<file path="config.mk">
export PLATFORM = sky130hd
export DESIGN_NAME = rca_array_multiplier
export DESIGN_NICKNAME = d
export VERILOG_FILES = /design/src/rtl/arith_pkg.sv /design/src/rtl/rca_full_adder.sv /design/src/rtl/rca_array_multiplier.sv
export SDC_FILE = /design/constraint.sdc
export NUM_CORES = 1
export LEC_CHECK = 0
export ABC_AREA = 1
export ABC_CLOCK_PERIOD_IN_PS = 5800
export BUFFER_PORTS_ARGS = -buffer_cell sky130_fd_sc_hd__buf_2
export CORE_MARGIN = 2
export CORE_UTILIZATION = 48
export CTS_CLUSTER_SIZE = 12
export DETAILED_ROUTE_END_ITERATION = 10
export PLACE_DENSITY = 0.85
export SLEW_MARGIN = 20
export SYNTH_ARGS = -nofsm -noshare
export SYNTH_HDL_FRONTEND = slang
export SYNTH_SLANG_ARGS = --single-unit
</file>
<file path="constraint.sdc">
create_clock -name clk -period 5.8 [get_ports clk]
set_input_delay 1.16 -clock clk [delete_from_list [all_inputs] [get_ports clk]]
set_output_delay 1.16 -clock clk [all_outputs]
set_load 0.1 [all_outputs]
</file>
<file path="src/rtl/arith_pkg.sv">
// Shared constants for the arithmetic unit set.
package arith_pkg;
  localparam int DEFAULT_WIDTH = 4;
endpackage

</file>
<file path="src/rtl/rca_full_adder.sv">
// Single full-adder cell used in every ripple-carry row of the array multiplier.
module rca_full_adder (
  input  logic a,
  input  logic b,
  input  logic cin,
  output logic sum,
  output logic cout
);
  assign sum  = a ^ b ^ cin;
  assign cout = (a & b) | (a & cin) | (b & cin);
endmodule

</file>
<file path="src/rtl/rca_array_multiplier.sv">
// Unsigned WIDTH x WIDTH array multiplier: AND partial products reduced by rows of
// ripple-carry adders, with the 2*WIDTH-bit product registered (1-cycle latency).
module rca_array_multiplier
  import arith_pkg::*;
#(
  parameter int WIDTH = DEFAULT_WIDTH
) (
  input  logic               clk,
  input  logic               rst,
  input  logic [WIDTH-1:0]   A,
  input  logic [WIDTH-1:0]   B,
  input  logic               in_valid,
  output logic [2*WIDTH-1:0] S,
  output logic               out_valid
);
  logic [WIDTH-1:0][WIDTH-1:0] pp;
  logic [WIDTH-1:0][WIDTH-1:0] rsum;
  logic [WIDTH-1:0]            rowc;
  logic [WIDTH-1:1][WIDTH-1:0] xop;
  logic [WIDTH-1:1][WIDTH:0]   carry;
  logic [2*WIDTH-1:0]          prod;

  // pp[i] is the multiplicand gated by multiplier bit i
  for (genvar i = 0; i < WIDTH; i++) begin : g_pp
    for (genvar j = 0; j < WIDTH; j++) begin : g_ppb
      assign pp[i][j] = A[j] & B[i];
    end
  end

  assign rsum[0] = pp[0];
  assign rowc[0] = 1'b0;

  // Each row adds pp[i] to the previous running sum shifted down one bit;
  // the bit shifted out is a finished product bit.
  for (genvar i = 1; i < WIDTH; i++) begin : g_row
    assign xop[i]      = {rowc[i-1], rsum[i-1][WIDTH-1:1]};
    assign carry[i][0] = 1'b0;
    for (genvar j = 0; j < WIDTH; j++) begin : g_fa
      rca_full_adder u_fa (
        .a   (xop[i][j]),
        .b   (pp[i][j]),
        .cin (carry[i][j]),
        .sum (rsum[i][j]),
        .cout(carry[i][j+1])
      );
    end
    assign rowc[i] = carry[i][WIDTH];
  end

  for (genvar i = 0; i < WIDTH; i++) begin : g_lo
    assign prod[i] = rsum[i][0];
  end
  assign prod[2*WIDTH-1:WIDTH] = {rowc[WIDTH-1], rsum[WIDTH-1][WIDTH-1:1]};

  always_ff @(posedge clk) begin
    if (rst) begin
      S         <= '0;
      out_valid <= 1'b0;
    end else begin
      out_valid <= in_valid;
      if (in_valid) S <= prod;
    end
  end
endmodule

</file>
==> flow_summary.ini, run 1 <==
[logic_synthesis]
syn_inst = 88
ys.flop_type = dfxtp_1
synth.cell_area_um2 = 650.6
synth_edf_count = 0
synth_common_cells = nand2_1, inv_1, dfxtp_1
yosysMostFrequentCell = nand2_1
seq_area_frac_synth_pct = 27.69
post-synth-top-area-cell = dfxtp_1
synth-seq-cells = 9
ys_types = 8
synth_fp_nets = 111
async_flop_share_pct = 0
synth_top_area_share_pct = 27.69
synth.area.top_cells = dfxtp_1, fa_1, nand2_1, inv_1, ha_1
postSynthAreaPerCell_um2 = 7.393
yosys_warnings = 0

[drt]
dr_wl_met3_um = 57
drtAntennaViolNets = 0
routed.top_layer = met3
wirelength_um = 1084
wl_met1_um = 471
firstDrtPassIters = 4
wl_per_cell_um = 8.603
initialDrtViolationCount = 8
wl_met2_um = 555
dr_total_vias = 555
drc = 0
vias_per_cell = 4.405

[pwr]
leakagePower_nw = 0.5214
ir_worst_vdd_uv = 84.48
power-per-cell-area_nw_per_um2 = 254.0

[outcome]
status = finished, final reports clean

[die]
core-area_um2 = 1285
rows = 13
ioPinCount = 20
die_width_um = 40.82
die_h_um = 40.82
die_area_um2 = 1666
initial_utilization_pct = 50.63

[layout]
nets = 135
layout-drive-gt1-share_pct = 22.52
fillers = 133
diodes = 0
synthToLayoutAreaGrowth_pct = 21.54
final_cells = 126

[global_routing]
grt_pass1_vias = 481
grt_first_pass_wirelength_um = 1718
grt_use_total_pct = 15.72
antenna_found_initial = 0
grt_start_max_net_pins = 9
grt_overflow_total = 0

[placement]
hpwl_um = 1001
placedCellCount = 122
routabilityCongestion = 0.7501
port_buffers = 19

[timing]
final.setup.tns_ps = 0
min_period_over_period_pct = 77.94
rsz0062_at_grt = no
finalHoldViolCount = 0
clock_skew_ps = 0
period_needed_ps = 4521
tightest_slew_ps = 486.9
slew_viol_final = 0
fmax_mhz = 221.2
finalSetupViolations = 0
slew_headroom_pct = 67.76

[cts]
root_buffer = clkbuf_4
hold_buffers = 0
ctsHtreeMaxLevel = 1
cts_sinks = 9
post_cts_resized = 0
cts_tree = done
path_clk_slew_ps = 60
post-cts-setup-buffers = 0
clk_latency_ps = 240
cts_buffers = 3
clock_path_buffers = 2

[critical_path]
crit_type = in -> reg
crit_path_start_kind = input port
arrival_ps = 4670
setup.worst_path.end_class = flop
worstPathMaxFanout = 4
cp.required_ps = 5950
r2r_cells = 2

[flow_run]
cap_violations = 0

[worst_hold_path]
hold_depth = 2
hp-class = reg -> reg
[critical path: stages]
cell and delay, ps:
buf_2 120, nand2_1 50, inv_1 50, ha_1 150
fa_1 170, inv_1 50, fa_1 480, inv_1 60
fa_1 400, inv_1 80, fa_1 450, fa_1 450
fa_1 380, fa_1 480, inv_1 40, nand2_1 60
nand2_1 40
[cell type report]
type / instances / area (µm²) / share of cell area [%]
clock buffer: 4 / 26.28 / 3.323
inverter: 25 / 93.84 / 11.87
multi-input combinational: 54 / 376.6 / 47.63
sequential: 9 / 180.2 / 22.78
tap: 15 / 18.77 / 2.373
timing repair buffer: 19 / 95.09 / 12.03
[layout by cell type, fill, tap and decap left out]
cell type | netlist | layout
buf_2 | 0 | 19
clkbuf_1 | 0 | 1
clkbuf_4 | 0 | 3
dfxtp_1 | 9 | 9
fa_1 | 8 | 8
ha_1 | 4 | 4
inv_1 | 24 | 24
inv_2 | 1 | 1
nand2_1 | 37 | 37
nand3_1 | 3 | 3
nor2_2 | 2 | 2
[stage by stage]
stage          utilization [%]  power (W)  worst slack, ps  cell area [µm²]  hold WS [ps]
2_1_floorplan                -  0.0001399             1285            650.6         885.5
3_3_place_gp             59.49  0.0001547             1101            764.5         424.2
3_5_place_dp             59.49  0.0001580             1007            764.5         427.7
4_1_cts                  61.54  0.0002036             1271            790.8         443.0
5_1_grt                  61.54  0.0002171             1108            790.8         466.3
6_report                 61.54  0.0002009             1279            790.8         440.5
[cells by family after synthesis]
family	synth area share, %
adders and majority gates	32.31
buffers and inverters	14.42
DFF	27.69
and+or+nand+nor	25.58
[metal layers]
layer | vias up | track usage, %
li1 | 294 | -
met1 | 245 | 16.00
met2 | 16 | 29.69
met3 | 0 | 3.804
met4 | 0 | 6.667
met5 | - | 0
[registers in the layout, indices dropped and copies added, names as in the netlist]
register / cells
S: 8
out_valid: 1
[worst paths after layout]
| kind | startpoint | endpoint | slack (ps) |
|---|---|---|---|
| min reg2reg | S[2]$_SDFFE_PP0P_ | S[2]$_SDFFE_PP0P_ | 440 |
| max | A[1] | S[6]$_SDFFE_PP0P_ | 1280 |
| max reg2reg | S[0]$_SDFFE_PP0P_ | S[0]$_SDFFE_PP0P_ | 5270 |
| min | S[2]$_SDFFE_PP0P_ | S[2]$_SDFFE_PP0P_ | 440 |
[where the power goes]
group | switching, W | internal [W] | total, W | leakage [nW]
Combinational | 0.0000655 | 0.0000197 | 0.0000853 | 0.433
Clock | 0.0000194 | 0.0000263 | 0.0000457 | 0.0150
Sequential | 0.00000232 | 0.0000676 | 0.0000699 | 0.0739
Note: power is estimated with default switching activity, not from simulation.
==> run 2: changes to the inputs <==
- ABC_CLOCK_PERIOD_IN_PS: 5800 -> 3800
- CORE_UTILIZATION: 48 -> 44
- PLACE_DENSITY: 0.85 -> 0.83
- clock period: 5.8 -> 3.8 ns (I/O delays scaled with it)
==> run 2 against run 1 <==
- the run now ends with negative setup slack left
- clock power increased by 61%
- non-clock buffer count increased by 6
- register-to-register slack got worse by 2000 ps
- global-route usage decreased by 0.11 points
- clock skew unchanged
- critical path depth unchanged
- first-iteration DRC count decreased by 25%
- via count increased by 2.5%
==> flow_summary.ini, run 2 (synthesis results as in run 1) <==
[outcome]
status = finished, violations left
violations = negative setup slack

[placement]
place_area_um2 = 822.0
hpwl_um = 983.3
routabilityCongestion = 0.7571
dp_slack_ps = -392.5
port_buffers = 19

[die]
core-area_um2 = 1334
die_area_um2 = 1802
die_width_um = 42.46
die_h_um = 42.46
rows = 13
ioPinCount = 20
initial_utilization_pct = 48.78

[worst_hold_path]
hp-class = reg -> reg
min-delay-start = S[1]$_SDFFE_PP0P_
hold_depth = 2

[critical_path]
setup.worst_path.end_class = flop
worstPathMaxFanout = 3
crit_path_start_kind = input port
rrSetupSlack_ps = 3270
cp.required_ps = 3970
rr_startpoint = S[6]$_SDFFE_PP0P_
crit_path_start = B[0]
crit_type = in -> reg
r2r_cells = 2
arrival_ps = 4000

[pwr]
leakagePower_nw = 0.5643
ir_worst_vdd_uv = 143.4
power-per-cell-area_nw_per_um2 = 354.7

[cts]
ctsHtreeMaxLevel = 1
path_clk_slew_ps = 60
cts_sinks = 9
hold_buffers = 0
root_buffer = clkbuf_4
clock_path_buffers = 2
cts_tree = done
cts_buffers = 3
clk_latency_ps = 270

[layout]
largest_register_ffs = 8
nets = 141
finish.utilization_pct = 68.39
layout-drive-gt1-share_pct = 37.61
layout_commonest_cell = nand2_1
top_regs = S (8), out_valid (1)
synthToLayoutAreaGrowth_pct = 40.19
largest-register = S
diodes = 0
finalInstanceArea_um2 = 912.1
final_cell_mix = nand2_1, inv_1, buf_2

[flow_run]
cap_violations = 0

[global_routing]
antenna_found_initial = 0
grt_busiest_layer = met2
grt_use_met1_pct = 17.65
grtUsageMet2_pct = 25.23
grt_use_total_pct = 15.61
grt_util_met3_pct = 3.879
grt_pass1_vias = 519
grt_start_max_net_pins = 9
grt_overflow_total = 0
grt_first_pass_wirelength_um = 2035

[timing]
tightest_slew_ps = 483.6
fmax_mhz = 261.1
slew_headroom_pct = 67.98
rsz0062_at_grt = yes
period_needed_ps = 3831
min_period_over_period_pct = 100.8
finalSetupViolations = 1
clock_skew_ps = 0
setup_ws_ps = -30.64
slew_viol_final = 0
finalHoldViolCount = 0

[drt]
drtAntennaViolNets = 0
dr_total_vias = 569
firstDrtPassIters = 4
wirelength_um = 1175
drc = 0
initialDrtViolationCount = 6
vias_per_cell = 4.311
wl_per_cell_um = 8.902
## run 2: changes by cell type in the layout (fill, tap and decap cells not counted), moves of 3 or more
cell and delta:
buf_2 -4, buf_4 +6, fa_1 -4, fa_2 +4, inv_1 -5, inv_2 +3
## run 2: critical path: stages
cell and delay [ps]:
buf_8 100, nand2_4 60, inv_4 30, ha_4 150, fa_2 350, inv_2 60
fa_1 410, inv_2 80, fa_2 190, inv_2 40, fa_1 460, fa_2 350
fa_2 340, fa_1 480, inv_1 40, nand2_1 50, nand2_1 40
## run 2: layer usage
| layer | wire [µm] | up-vias |
|---|---|---|
| met3 | 72 | 4 |
| met4 | 40 | 0 |
| met1 | 479 | 240 |
| met5 | 0 | - |
| met2 | 582 | 19 |
| li1 | - | 306 |
## run 2: final timing paths
path,endpoint
max reg2reg,S[6]$_SDFFE_PP0P_
min,S[1]$_SDFFE_PP0P_
max,S[6]$_SDFFE_PP0P_
min reg2reg,S[1]$_SDFFE_PP0P_
## run 2: what timing repair did
| item | CTS | global route |
|---|---|---|
| resized for setup | 11 | 6 |
| endpoints found under the setup margin | 1 | 2 |
| setup buffers | 0 | 0 |
| pin swaps | 9 | 3 |
## run 2: area by class of cell
cell class | count | area, µm²
Clock buffer | 3 | 22.52
Clock inverter | 1 | 5.005
Fill cell | 118 | 421.7
Inverter | 25 | 98.84
Multi-Input combinational cell | 54 | 414.1
Sequential cell | 9 | 180.2
Tap cell | 15 | 18.77
Timing Repair Buffer | 25 | 172.7
## run 2: metrics by stage
step           TNS [ps]  std cells  hold slack [ps]  power (W)
2_1_floorplan    -206.5         88            855.2  0.0002154
3_3_place_gp     -575.7        128            423.8  0.0002435
3_5_place_dp     -700.8        128            427.5  0.0002459
4_1_cts          -68.37        132            443.0  0.0003238
5_1_grt          -135.3        132            477.2  0.0003454
6_report         -30.64        132            441.1  0.0003235
## run 2: where the power goes
part           internal [W]  switching, W  leakage [nW]
clock             0.0000389     0.0000346        0.0177
sequential         0.000103    0.00000374        0.0739
combinational     0.0000396      0.000104         0.473
total              0.000182      0.000142         0.564
